### config.mk
export PLATFORM = sky130hd
export DESIGN_NAME = uart_tx_arbiter
export DESIGN_NICKNAME = d
export VERILOG_FILES = /design/src/rtl/uart_tx_arbiter.sv
export SDC_FILE = /design/constraint.sdc
export NUM_CORES = 1
export LEC_CHECK = 0
export BUFFER_PORTS_ARGS = -buffer_cell sky130_fd_sc_hd__clkbuf_2
export CAP_MARGIN = 20
export CORE_MARGIN = 1.5
export CORE_UTILIZATION = 52
export DETAILED_ROUTE_END_ITERATION = 16
export PLACE_DENSITY_LB_ADDON = 0.15
export SYNTH_ARGS = -nofsm -noshare
export SYNTH_HDL_FRONTEND = slang
export SYNTH_SLANG_ARGS = --single-unit
### constraint.sdc
create_clock -name clk -period 2.2 [get_ports clk]
set_clock_uncertainty 0.1 [all_clocks]
set_input_delay 0.22 -clock clk [delete_from_list [all_inputs] [get_ports clk]]
set_output_delay 0.22 -clock clk [all_outputs]
set_load 0.01 [all_outputs]
### src/rtl/uart_tx_arbiter.sv
// Round-robin arbiter that shares one uart_tx among NUM_REQ byte streams.
// An owner keeps the grant until its last byte is sent or it idles past LOCK_TIMEOUT.
module uart_tx_arbiter #(
  parameter int unsigned NUM_REQ      = 4,
  parameter int unsigned LOCK_TIMEOUT = 1024
) (
  input  logic                                   clk,
  input  logic                                   resetn,
  input  logic [NUM_REQ-1:0]                     req_valid,
  input  logic [8*NUM_REQ-1:0]                   req_data,
  input  logic [NUM_REQ-1:0]                     req_last,
  output logic [NUM_REQ-1:0]                     req_ready,
  output logic                                   uart_tx_start,
  output logic [7:0]                             uart_tx_byte,
  input  logic                                   uart_tx_busy,
  output logic [((NUM_REQ > 1) ? $clog2(NUM_REQ) : 1)-1:0] grant_id,
  output logic                                   grant_active,
  output logic                                   timeout_pulse
);

  localparam int unsigned GW = (NUM_REQ > 1) ? $clog2(NUM_REQ) : 1;
  localparam int unsigned CW = 16;
  localparam logic [CW-1:0] TO_LAST = (LOCK_TIMEOUT == 0) ? '0 : CW'(LOCK_TIMEOUT - 1);
  localparam logic [CW-1:0] CNT_MAX = '1;

  typedef enum logic [2:0] {
    IDLE      = 3'd0,
    LOAD      = 3'd1,
    START     = 3'd2,
    WAIT_BUSY = 3'd3,
    WAIT_DONE = 3'd4,
    HOLD      = 3'd5
  } state_e;

  state_e              state_q, state_d;
  logic [GW-1:0]       rr_q, rr_d;
  logic [GW-1:0]       grant_q, grant_d;
  logic                active_q, active_d;
  logic                last_q, last_d;
  logic [7:0]          byte_q, byte_d;
  logic [CW-1:0]       cnt_q, cnt_d;
  logic [NUM_REQ-1:0]  ready_q, ready_d;
  logic                start_q, start_d;
  logic                timeout_q, timeout_d;

  logic                win_found;
  logic [GW-1:0]       win_idx;
  logic [GW-1:0]       cand;

  // Round-robin pick: first valid requester after rr_q, wrapping.
  always_comb begin
    win_found = 1'b0;
    win_idx   = rr_q;
    cand      = rr_q;
    for (int unsigned k = 1; k <= NUM_REQ; k++) begin
      cand = GW'((32'(rr_q) + k) % NUM_REQ);
      if (!win_found && req_valid[cand]) begin
        win_found = 1'b1;
        win_idx   = cand;
      end
    end
  end

  always_comb begin
    state_d   = state_q;
    rr_d      = rr_q;
    grant_d   = grant_q;
    active_d  = active_q;
    last_d    = last_q;
    byte_d    = byte_q;
    cnt_d     = cnt_q;
    timeout_d = 1'b0;

    case (state_q)
      IDLE: begin
        if (win_found && !uart_tx_busy) begin
          grant_d  = win_idx;
          active_d = 1'b1;
          state_d  = LOAD;
        end
      end
      LOAD: begin
        byte_d  = req_data[{grant_q, 3'b000} +: 8];
        last_d  = req_last[grant_q];
        state_d = START;
      end
      START: begin
        state_d = WAIT_BUSY;
      end
      WAIT_BUSY: begin
        if (uart_tx_busy) state_d = WAIT_DONE;
      end
      WAIT_DONE: begin
        if (!uart_tx_busy) begin
          if (last_q) begin
            rr_d     = grant_q;
            active_d = 1'b0;
            state_d  = IDLE;
          end else begin
            cnt_d   = '0;
            state_d = HOLD;
          end
        end
      end
      HOLD: begin
        // Locked: only the owner can continue; the counter saturates instead of wrapping.
        if (req_valid[grant_q]) begin
          cnt_d   = '0;
          state_d = LOAD;
        end else if ((LOCK_TIMEOUT != 0) && (cnt_q == TO_LAST)) begin
          timeout_d = 1'b1;
          rr_d      = grant_q;
          active_d  = 1'b0;
          state_d   = IDLE;
        end else if (cnt_q != CNT_MAX) begin
          cnt_d = cnt_q + CW'(1);
        end
      end
      default: begin
        active_d = 1'b0;
        state_d  = IDLE;
      end
    endcase

    ready_d = (state_d == LOAD) ? (NUM_REQ'(1) << grant_d) : '0;
    start_d = (state_d == START);
  end

  always_ff @(posedge clk) begin
    if (!resetn) begin
      state_q   <= IDLE;
      rr_q      <= GW'(NUM_REQ - 1);
      grant_q   <= '0;
      active_q  <= 1'b0;
      last_q    <= 1'b0;
      byte_q    <= '0;
      cnt_q     <= '0;
      ready_q   <= '0;
      start_q   <= 1'b0;
      timeout_q <= 1'b0;
    end else begin
      state_q   <= state_d;
      rr_q      <= rr_d;
      grant_q   <= grant_d;
      active_q  <= active_d;
      last_q    <= last_d;
      byte_q    <= byte_d;
      cnt_q     <= cnt_d;
      ready_q   <= ready_d;
      start_q   <= start_d;
      timeout_q <= timeout_d;
    end
  end

  assign req_ready     = ready_q;
  assign uart_tx_start = start_q;
  assign uart_tx_byte  = byte_q;
  assign grant_id      = grant_q;
  assign grant_active  = active_q;
  assign timeout_pulse = timeout_q;

endmodule

==> results of run 1 <==
## kinds of logic (layout without fill, tap and decap cells)
group,count (synthesis),after routing
fa+ha+maj,1,1
flops,39,39
compound gates,60,60
mux,14,14
simple gates,106,106
xor+xnor,4,4
buf+inv,20,88
## Yosys cell counts (all sizes together), types with 4 or more instances
library cell  count
mux4             10
nand2            32
dfxtp            39
nor3              7
o21a              4
nor2             21
clkbuf            7
nand4             6
and2              6
or4               5
a211oi            5
nor3b             4
buf               6
a21oi            18
mux2i             4
o21ai             9
inv               7
nand3            11
a31oi             4
xnor2             4
## worst max-delay path, delay by kind of cell, from the launching register on
kind | cells | cell delay, ns
buffers and inverters | 1 | 0.22
AOI/OAI and AO/OA | 2 | 0.40
adders and majority gates | 1 | 0.24
DFF | 1 | 0.39
and+or+nand+nor | 3 | 0.63
## repair_timing
item | CTS | global route
endpoints found under the hold margin | 0 | 0
gates cloned | 0 | 0
setup buffers | 0 | 1
resized for setup | 3 | 6
pin swaps | 0 | 2
hold buffers | 0 | 0
setup endpoints to repair | 4 | 11
## layer usage
layer | wire length, µm | track usage | vias up
met2 | 2540 | 0.385 | 88
met1 | 2160 | 0.306 | 964
li1 | - | - | 1041
met5 | 0 | 0 | -
met4 | 87 | 0.115 | 0
met3 | 353 | 0.0642 | 8
## through the flow
stage / instance area [µm²] / hold slack, ns / instances / utilization / TNS [ns]
2_1_floorplan: 2130 / 0.285 / 244 / - / 0
3_3_place_gp: 2510 / 0.341 / 353 / 0.632 / -0.334
3_5_place_dp: 2510 / 0.346 / 353 / 0.632 / -0.509
4_1_cts: 2600 / 0.151 / 361 / 0.654 / 0
5_1_grt: 2630 / 0.179 / 362 / 0.662 / -0.0874
6_report: 2630 / 0.156 / 362 / 0.662 / 0
## flip-flops by register name, indices dropped and copies added (netlist names)
| signal | count |
|---|---|
| timeout_pulse | 1 |
| uart_tx_start | 1 |
| grant_active | 1 |
| grant_id | 2 |
| uart_tx_byte | 8 |
| cnt_q | 16 |
| last_q | 1 |
| state_q | 3 |
| req_ready | 4 |
| rr_q | 2 |
## final timing paths
path / to
min: rr_q[1]
min reg2reg: uart_tx_byte[7]
max: req_ready[3]
max reg2reg: req_ready[3]
## final cells by class
type                    instances  area (µm²)
well taps                      50        62.6
flip-flops and latches         39         782
clock inverters                 1        5.00
fillers                       335        1340
inverters                       7        26.3
clock buffers                   7        76.3
repair buffers                 73         400
multi-input cells             185        1270
## power breakdown
group	switching, µW	internal, µW	leakage (µW)
combinational	124	117	0.000701
clock	246	222	0.0000422
sequential	18.7	732	0.000317
==> run summary, run 1 <==
The clock latency on the worst-skew pair came out at 0.29 ns. The worst setup slack after placement is -0.142 ns. The count of antenna diodes in the layout came out at 0. The antenna violation net count after detailed routing is 0.

The worst-path maximum fanout is 5. The number of buffers added by the clock tree synthesis step came out at 5. In the layout the commonest cells are 59 x sky130_fd_sc_hd__clkbuf_2, 38 x sky130_fd_sc_hd__dfxtp_1, 32 x sky130_fd_sc_hd__nand2_1, 20 x sky130_fd_sc_hd__nor2_1, 18 x sky130_fd_sc_hd__a21oi_1. The worst register-to-register path has a setup slack of 0.13 ns. The worst-case setup margin in the final layout is between 0.1 and 0.15 ns. The number of vias in the routed layout came out at between 2k and 2.5k. In the routed layout, each cell is associated on average with a via count of approximately 5.8.

The clock-pin transition on the worst setup and hold timing paths came out at roughly 0.070 ns. The worst hold path begins at resetn. The first global-routing pass estimated 8150 µm of wire. Of the post-synthesis cell area, the dominant cell type holds 0.367. The worst hold path depth is 2. The overall power came out at 1460 µW.

The biggest area contributor in the post-synthesis netlist is sky130_fd_sc_hd__dfxtp_1. The count of state elements after synthesis came out at 39. During placement, the flow inserted port buffers numbering 59. The fraction of layout cells with a size suffix above 1 is 0.321. TritonCTS built the clock tree. The post-synthesis instance area came out at between 0.002 and 0.0025 mm². The leading cell type in the layout, fill and taps excluded is sky130_fd_sc_hd__clkbuf_2. The number of warnings reported in the yosys synthesis log is 0.

The routed wirelength normalized by instance count is ~14 µm. The number of cells on the worst reg-to-reg path is 7. The worst setup path is captured at a flip-flop. The number of nets in the synthesized netlist is around 290. No sink is reached through more buffers than the 2 on the longest clock path. The weighted congestion at the end of routability-driven global placement is 0.973.

Yosys mapped a number of flops with a built-in enable equal to 0. The initialized floorplan defines 23 standard-cell rows. The fraction of synthesized area in multiplexers is 0.125.

The type of the setup path with the least slack is reg2reg. STA puts the critical path data required time at 2.29 ns. The number of hold violations in the final report came to 0. The worst register-to-register path begins at cnt_q[1]. In this run the worst setup path begins at cnt_q[1]. The largest single stage delay on the critical path is a little under 0.4 ns. The height of the die came out at ~67 µm. The cell count after synthesis came out at roughly 240. The clock period could shrink to around 2.1 ns. The count of final max-slew check failures was 0. For this design the top-level I/O count stands at 60. The buffer type at the clock tree root is sky130_fd_sc_hd__clkbuf_8. The actual transition at the worst max-transition pin came out at 0.698 ns. The die width is roughly 67 µm. The initial antenna violation count is 0.

The via count of the first global-routing pass is between 1.5k and 2k. The total power density per cell area came out at around 560 mW/mm². The number of levels the H-tree was split into came out at 2. Across every metal layer, demand over resource in global routing totals 0.243. STA classifies the critical path startpoint as a flip-flop. The number of detailed-route iterations in the first pass came out at 4. The flow ran to the end, and the final reports show no timing, DRC or antenna violations.

In the post-synthesis netlist, the biggest area contributors are sky130_fd_sc_hd__dfxtp_1 37%, sky130_fd_sc_hd__mux4_2 11%, sky130_fd_sc_hd__nand2_1 5.6%. The fmax came out at about 0.48 GHz. The half-perimeter wire length after detailed placement came out at 3840 µm. Summed over all cells, the static leakage comes to 0.00106 µW. Of all flip-flops after synthesis, the portion carrying an async set or reset was 0. The peak supply drop is 0.317 mV.

The critical path goes through ha_2, nor3b_1, nand4_1, buf_4, o21ba_2, o21ai_2, and3b_1. The area fraction in compound gates after synthesis is 0.189. The floorplan die area came out at about 0.0045 mm².

The prevailing post-synth register cell is sky130_fd_sc_hd__dfxtp_1. For the worst setup path, the data arrival time is roughly 2.2 ns. The initial core utilization came out at 0.536. The post-synthesis share of cell area spent on full adders, half adders and majority gates came out at 0.00588. Of the total synthesized cell area, the portion taken by XOR and XNOR cells is 0.0165.

The sum of routed wire length over all layers came out at approximately 5100 µm. Setup repair after global routing could not meet its margin everywhere. The remaining max-slew budget at the tightest pin came out at 0.523.

The share of the Yosys chip area taken by registers is 0.367. The combinational family with the most area after synthesis is simple AND/OR/NAND/NOR gates. After floorplanning, the core was sized to cover between 0.003 and 0.004 mm².

The largest net degree at the start of global routing came out at 14. Of the available clock period, the critical path in the final layout requires 0.941. The post-synthesis area per instance is around 8.7 µm². The area overhead of the layout relative to synthesis came out at 23.4%.

The clock drives 39 sinks. The count of final setup violators is 0. The number of nets in the finished design is approximately 360.

The standard cell with the maximum stage delay on the critical path is sky130_fd_sc_hd__dfxtp_1. Yosys mapped the design onto 46 distinct sky130hd cell types. Max-cap violations in this run came to 0. The total DRC errors in the routed layout is 0. The path class of the lowest-slack min-delay path is in2reg. After the first detailed-routing iteration, the DRC count stood at between 150 and 200. Global routing finished with a remaining overflow of 0. Of the total synthesized cell area, the portion taken by AND, OR, NAND and NOR gates is 0.250.
Power figures use the tool's default switching activity.
==> run 2, diff against run 1 <==
- MAX_ROUTING_LAYER: not set -> met4
==> run 2 against run 1 <==
Flip-flop and latch count is the same. First-iteration DRC count grew 4.3%. Critical path depth shrank 1. Final cell count is the same. Hold slack gained 0.011 ns. Largest cell class unchanged.
==> run summary, run 2 (synthesized netlist as in run 1, its figures left out) <==
The run finished with clean final reports. Leaving out fill and tap cells, the most frequent cell in the layout is sky130_fd_sc_hd__clkbuf_2. The fraction of layout cells with a size suffix above 1 is 0.330 (+0.00962). The total DRC errors in the routed layout was 0 (unchanged). The cell total after placement came to 354 (+0.28%).

The sum of routed wire length over all layers came to 5160 µm (+0.25%). The overall overflow remaining after global route came out at 0 (unchanged). The starting DRC count in detailed routing was 169 (+4.3%).

The post-CTS repair timing setup buffer count came out at 0 (unchanged). The number of buffers added on ports came out at 59 (unchanged). The worst setup path is of the reg2reg kind. The number of fill cells in the layout was 344 (+2.7%). The via density per instance came to 6.09 (+5.0%). The max-cap violation count came out at 0 (unchanged). The critical path goes through mux4_2, nor2_2, o21ai_0, buf_4, a211oi_1, a31o_2. The slowest stage of the critical path belongs to the cell sky130_fd_sc_hd__mux4_2. The sort of element at the start of the critical path is a flip-flop. The most critical setup path has its endpoint at cnt_q[12]. The boundary pin count came out at 60 (unchanged). The clock net sink count came out at 39 (unchanged). The number of levels the H-tree was split into is 2 (unchanged). The routed wirelength normalized by instance count came out at 14.2 µm (+0.25%). The path class of the tightest hold or removal check is in2reg.

Relative to the synthesized area, the layout overhead comes to 25.6%. The placed standard-cell area came out at 0.00252 mm² (+0.30%). STA classifies the critical path endpoint as a flip-flop. The setup slack of the most critical reg-to-reg path is 0.11 ns (-0.02 ns).

The weighted congestion at the end of routability-driven global placement came out at 0.956 (-1.8%). The count of antenna diodes in the layout came out at 0 (unchanged). The endpoint required time on the critical path was 2.34 ns (+0.05 ns). The floorplan die area came out at 0.00449 mm² (unchanged). The antenna violation net count after detailed routing came out at 0 (unchanged). The fmax is 0.478 GHz (-1.0%).

The via count of the first global-routing pass is 1948 (+4.7%). The total power density per cell area came out at 634 mW/mm² (+14%). The clock latency on the worst-skew pair is 0.29 ns (about the same).

cnt_q holds more flip-flops than any other register. The number of detailed-route iterations in the first pass is 4 (unchanged). The cell area after layout is 0.00267 mm² (+1.8%). The number of cells on the worst reg-to-reg path came to 6 (-1).

The number of hold violations in the final report is 0 (unchanged). The final clock period utilization by the worst path came out at 0.951 (+0.00956). The count of final setup violators is 0 (unchanged).

The arrival time at the worst endpoint came to 2.23 ns (+0.07 ns). In this run the worst setup path begins at grant_id[1]. TritonCTS built the clock tree. The total global routing track utilization is 0.250 (+0.00696). The actual transition at the worst max-transition pin is 0.579 ns (-0.119 ns).

The initial antenna violation count came to 0 (unchanged). The height of the die is 67.0 µm (unchanged). The post-cts repair resize count was 0 (-3).

The floorplan row count is 23 (unchanged). The number of flip-flops under the largest register name came out at 16 (unchanged). The number of vias in the routed layout is 2205 (+5.0%).

The endpoint of the worst-slack reg-to-reg timing path is cnt_q[12]. The worst-path maximum fanout is 11 (+6). The peak supply drop came out at 0.508 mV (+60%). The time the final worst path needs with I/O delays and setup came out at 2.09 ns (+0.0210 ns). The count of final max-slew check failures is 0 (unchanged).

The remaining max-slew budget at the tightest pin is 0.604 (+0.0813). The start of the worst register-to-register path is grant_id[1]. The initial core utilization is 0.536 (unchanged).

The maximum clock insertion buffer count is 2 (unchanged). Clock tree synthesis selected as its root buffer the cell sky130_fd_sc_hd__clkbuf_8. The wire length of the first global-routing pass is 8410 µm (+3.2%). The half-perimeter wire length after detailed placement came out at 3860 µm (+0.60%). The number of nets in the finished design is 355 (unchanged). Leaving out fill and tap cells, the most frequent cells in the layout are 59 x sky130_fd_sc_hd__clkbuf_2, 38 x sky130_fd_sc_hd__dfxtp_1, 32 x sky130_fd_sc_hd__nand2_1, 20 x sky130_fd_sc_hd__nor2_1, 18 x sky130_fd_sc_hd__a21oi_1. The leakage component of the power is 0.00108 µW (+2.1%). The die width is 67.0 µm (unchanged). The clock-pin transition on the worst setup and hold timing paths is 0.08 ns (about the same). The largest net degree at the start of global routing is 14 (unchanged). The hold buffer count at cts came to 0 (unchanged). The count of placed standard cells in the final layout, fillers left out came out at 362 (unchanged). The largest stage delay on the critical path was 0.56 ns (+0.17 ns). The placeable core region is 0.00397 mm² (unchanged). The number of buffers added by the clock tree synthesis step came out at 5 (unchanged).
run 2: cell types whose count changed in the layout (fill, tap and decap cells not counted), sizes merged:
cell / before / now
clkbuf: 66 / 65
clkinv: 1 / 0
bufinv: 0 / 2
run 2: area by class of cell:
type                    instances  area [µm²]  share of cell area
well taps                      50        62.6              0.0234
clock buffers                   6        72.6              0.0271
clock inverters                 2        60.1              0.0225
inverters                       7        26.3             0.00983
flip-flops and latches         39         782               0.292
multi-input cells             185        1270               0.475
repair buffers                 73         400               0.150
run 2: how the worst min path moves through the flow:
| stage | from | to | slack [ns] | depth (start not counted) |
|---|---|---|---|---|
| 3_5_place_dp | uart_tx_byte[0] | uart_tx_byte[0] | 0.35 | 2 |
| 3_3_place_gp | uart_tx_byte[4] | uart_tx_byte[4] | 0.34 | 2 |
| 2_1_floorplan | resetn | uart_tx_byte[1] | 0.28 | 2 |
| 5_1_grt | resetn | rr_q[1] | 0.18 | 2 |
| 6_report | resetn | rr_q[1] | 0.17 | 2 |
| 4_1_cts | resetn | rr_q[1] | 0.16 | 2 |
run 2: report_power, final:
group | internal (µW) | switching [µW] | leakage [µW]
sequential | 732 | 20.1 | 0.000317
combinational | 114 | 119 | 0.000701
clock | 453 | 256 | 0.0000654
run 2: layer usage:
metal	share of wire	routed length, µm	global-route usage	up-vias
met1	0.42	2170	0.292	1040
met4	0.025	130	0.110	0
met5	0	0	-	-
met3	0.060	307	0.0490	17
li1	-	-	-	1045
met2	0.49	2550	0.416	103
run 2: stage by stage:
stage           util  hold slack (ns)   TNS, ns  total power (µW)  worst slack, ns
2_1_floorplan      -            0.285         0               903            0.165
3_3_place_gp   0.634            0.341         0               991           0.0764
3_5_place_dp   0.634            0.350         0               995           0.0359
4_1_cts        0.667            0.160         0              1690           0.0105
5_1_grt        0.673            0.176  -0.00158              1760         -0.00111
6_report       0.673            0.167         0              1690            0.108
run 2: critical path, delay by kind of cell, from the launching register on:
kind,cells,cell delay [ns]
and+or+nand+nor,1,0.25
muxes,1,0.56
buffers and inverters,1,0.22
DFF,1,0.36
AOI/OAI and AO/OA,3,0.55
==> run 3, diff against run 2 <==
- CORE_UTILIZATION: 52 -> 50
- CTS_BUF_LIST: not set -> sky130_fd_sc_hd__clkbuf_4 sky130_fd_sc_hd__clkbuf_8 sky130_fd_sc_hd__clkbuf_16
==> run 3 against run 2 <==
Register-to-register slack better by 0.04 ns. Die area up 3.8%. Critical endpoint is now rr_q[1]. Total power down 4.9%. Largest power group unchanged.
==> run summary, run 3 (synthesized netlist as in run 1, its figures left out) <==
The flow ran to the end, and the final reports show no timing, DRC or antenna violations. The library cell used most frequently in the layout, excluding fill and tap cells, is sky130_fd_sc_hd__clkbuf_2. The endpoint of the worst-slack reg-to-reg timing path is rr_q[1]. Clock tree synthesis selected as its root buffer the cell sky130_fd_sc_hd__clkbuf_8. The fmax is 0.488 GHz (+2.1%). The hold buffer count at cts came out at 0 (unchanged). TritonCTS built the clock tree.

Among all stages on the critical path, the largest delay is contributed by sky130_fd_sc_hd__mux4_2. The total DRC errors in the routed layout is 0 (unchanged). The overall overflow remaining after global route came out at 0 (unchanged). The startpoint identified for the worst register-to-register timing path is grant_id[1].

The area overhead of the layout relative to synthesis is 25.1%. The count of placed standard cells in the final layout, fillers left out is 363 (+0.28%). The antenna violation net count after detailed routing is 0 (unchanged).

The peak supply drop is 0.295 mV (-42%). The starting DRC count in detailed routing came out at 114 (-33%). The top cell types in the final layout, fill and taps aside, are 59 x sky130_fd_sc_hd__clkbuf_2, 39 x sky130_fd_sc_hd__dfxtp_1, 32 x sky130_fd_sc_hd__nand2_1, 21 x sky130_fd_sc_hd__nor2_1, 18 x sky130_fd_sc_hd__a21oi_1. The footprint of the multi-input gates is 0.00127 mm² (unchanged).

The area occupied by registers was 781 µm² (-0.16%). The number of hold violations in the final report came out at 0 (unchanged). The actual transition at the worst max-transition pin came out at 0.480 ns (-0.0992 ns). The critical path in this run is classified as reg2reg.

The sum of routed wire length over all layers came out at 5130 µm (-0.45%). The routed wirelength normalized by instance count came out at 14.1 µm (-0.72%). Tracing the worst setup path back leads to its startpoint at grant_id[1].

The height of the die came out at 68.3 µm (+1.9%). The number of buffers added by the clock tree synthesis step is 5 (unchanged). The number of nets in the finished design came out at 356 (+0.28%). The floorplan row count came to 23 (unchanged). The worst-case setup margin in the final layout came out at 0.151 ns (+0.0434 ns).

The number of flip-flops under the largest register name came out at 16 (unchanged). The number of fill cells in the layout is 348 (+1.2%). The via density per instance is 5.65 (-7.2%). The number of detailed-route iterations in the first pass was 4 (unchanged). The arrival time at the worst endpoint came out at 2.13 ns (-0.10 ns). STA classifies the critical path startpoint as a flip-flop. The placeable core region came out at 0.00406 mm² (+2.2%).

The fraction of layout cells with a size suffix above 1 is 0.319 (-0.0106). The wire length of the first global-routing pass came to 8080 µm (-3.9%). The final clock period utilization by the worst path is 0.931 (-0.0197). The number of vias in the routed layout came out at 2052 (-6.9%). The initial antenna violation count is 0 (unchanged). The remaining max-slew budget at the tightest pin is 0.672 (+0.0679). The count of final setup violators came to 0 (unchanged). The floorplan die area is 0.00466 mm² (+3.8%). The boundary pin count was 60 (unchanged). The die width is 68.3 µm (+1.9%).

The number of cells on the worst reg-to-reg path came out at 5 (-1). The cell total after placement is 355 (+0.28%). The number of buffers added on ports came out at 59 (unchanged).

The post-CTS repair timing setup buffer count came out at 0 (unchanged). The total global routing track utilization came out at 0.238 (-0.0113). The worst-path maximum fanout came to 3 (-8).

The capturing instance or port of the critical path is rr_q[1]. The half-perimeter wire length after detailed placement is 3870 µm (+0.38%). The worst setup path is captured at a flip-flop. The largest net degree at the start of global routing came to 14 (unchanged). The clock latency on the worst-skew pair came out at 0.30 ns (about the same).

The count of final max-slew check failures came out at 0 (unchanged). The max-cap violation count is 0 (unchanged). The clock-pin transition on the worst setup and hold timing paths is 0.07 ns (about the same). The time the final worst path needs with I/O delays and setup is 2.05 ns (-0.0434 ns). The count of antenna diodes in the layout came out at 0 (unchanged).

The path class of the lowest-slack min-delay path is in2reg. The most flop-heavy register is cnt_q. The post-cts repair resize count was 0 (unchanged).

The leakage component of the power came to 0.00109 µW (+0.53%). The via count of the first global-routing pass came out at 1805 (-7.3%). The clock net sink count came out at 39 (unchanged). The worst setup slack after placement is 0.0657 ns (+0.0298 ns). The maximum clock insertion buffer count is 2 (unchanged).

The largest stage delay on the critical path is 0.55 ns (about the same). The endpoint required time on the critical path was 2.29 ns (-0.05 ns). Walking the worst path, the cells encountered are mux4_2, nor4_1, a21oi_1, mux2i_1, nand2_1. The setup slack of the most critical reg-to-reg path came out at 0.15 ns (+0.04 ns). The weighted congestion at the end of routability-driven global placement is 0.916 (-4.2%). The initial core utilization is 0.525 (-0.0114). The number of levels the H-tree was split into came out at 2 (unchanged). The total power density per cell area came out at 604 mW/mm² (-4.6%). The share of the core filled with cells was 0.657 (-0.0165).
[run 3: worst min-delay path by stage]
stage               startpoint               to  slack [ns]  depth (start not counted)
3_5_place_dp   uart_tx_byte[0]  uart_tx_byte[0]        0.35                          2
6_report                resetn          rr_q[1]        0.15                          2
3_3_place_gp   uart_tx_byte[2]  uart_tx_byte[2]        0.34                          2
4_1_cts                 resetn          rr_q[1]        0.14                          2
5_1_grt                 resetn          rr_q[1]        0.18                          2
2_1_floorplan           resetn  uart_tx_byte[1]        0.28                          2
[run 3: per-stage QoR]
stage	power, µW	hold slack (ns)	instance area, µm²	TNS (ns)
final	1610	0.146	2670	0
after global routing	1680	0.177	2670	-0.0394
after CTS	1610	0.144	2640	0
after detailed placement	998	0.349	2520	0
after global placement	994	0.342	2520	0
after floorplan	903	0.285	2130	0
[run 3: layout make-up]
type | instances | area share
Timing Repair Buffer | 74 | 0.153
Clock inverter | 2 | 0.0131
Sequential cell | 39 | 0.293
Multi-Input combinational cell | 185 | 0.477
Tap cell | 50 | 0.0235
Clock buffer | 6 | 0.0310
Inverter | 7 | 0.00986
[run 3: power breakdown]
part | internal (µW) | total (µW) | leakage (µW) | switching [µW]
registers | 732 | 751 | 0.000316 | 19.2
clock network | 367 | 621 | 0.0000612 | 254
logic | 117 | 238 | 0.000711 | 122
[run 3: layer usage]
layer,share of wire,vias up,track usage
met5,0,-,-
met3,0.043,7,0.0411
met2,0.47,53,0.351
li1,-,1043,-
met1,0.47,949,0.322
met4,0.016,0,0.103
[run 3: worst max-delay path, delay by kind of cell, from the launching register on]
family	cells	cell delay [ns]
mux	2	0.74
flops	1	0.35
compound gates	1	0.22
simple gates	2	0.51
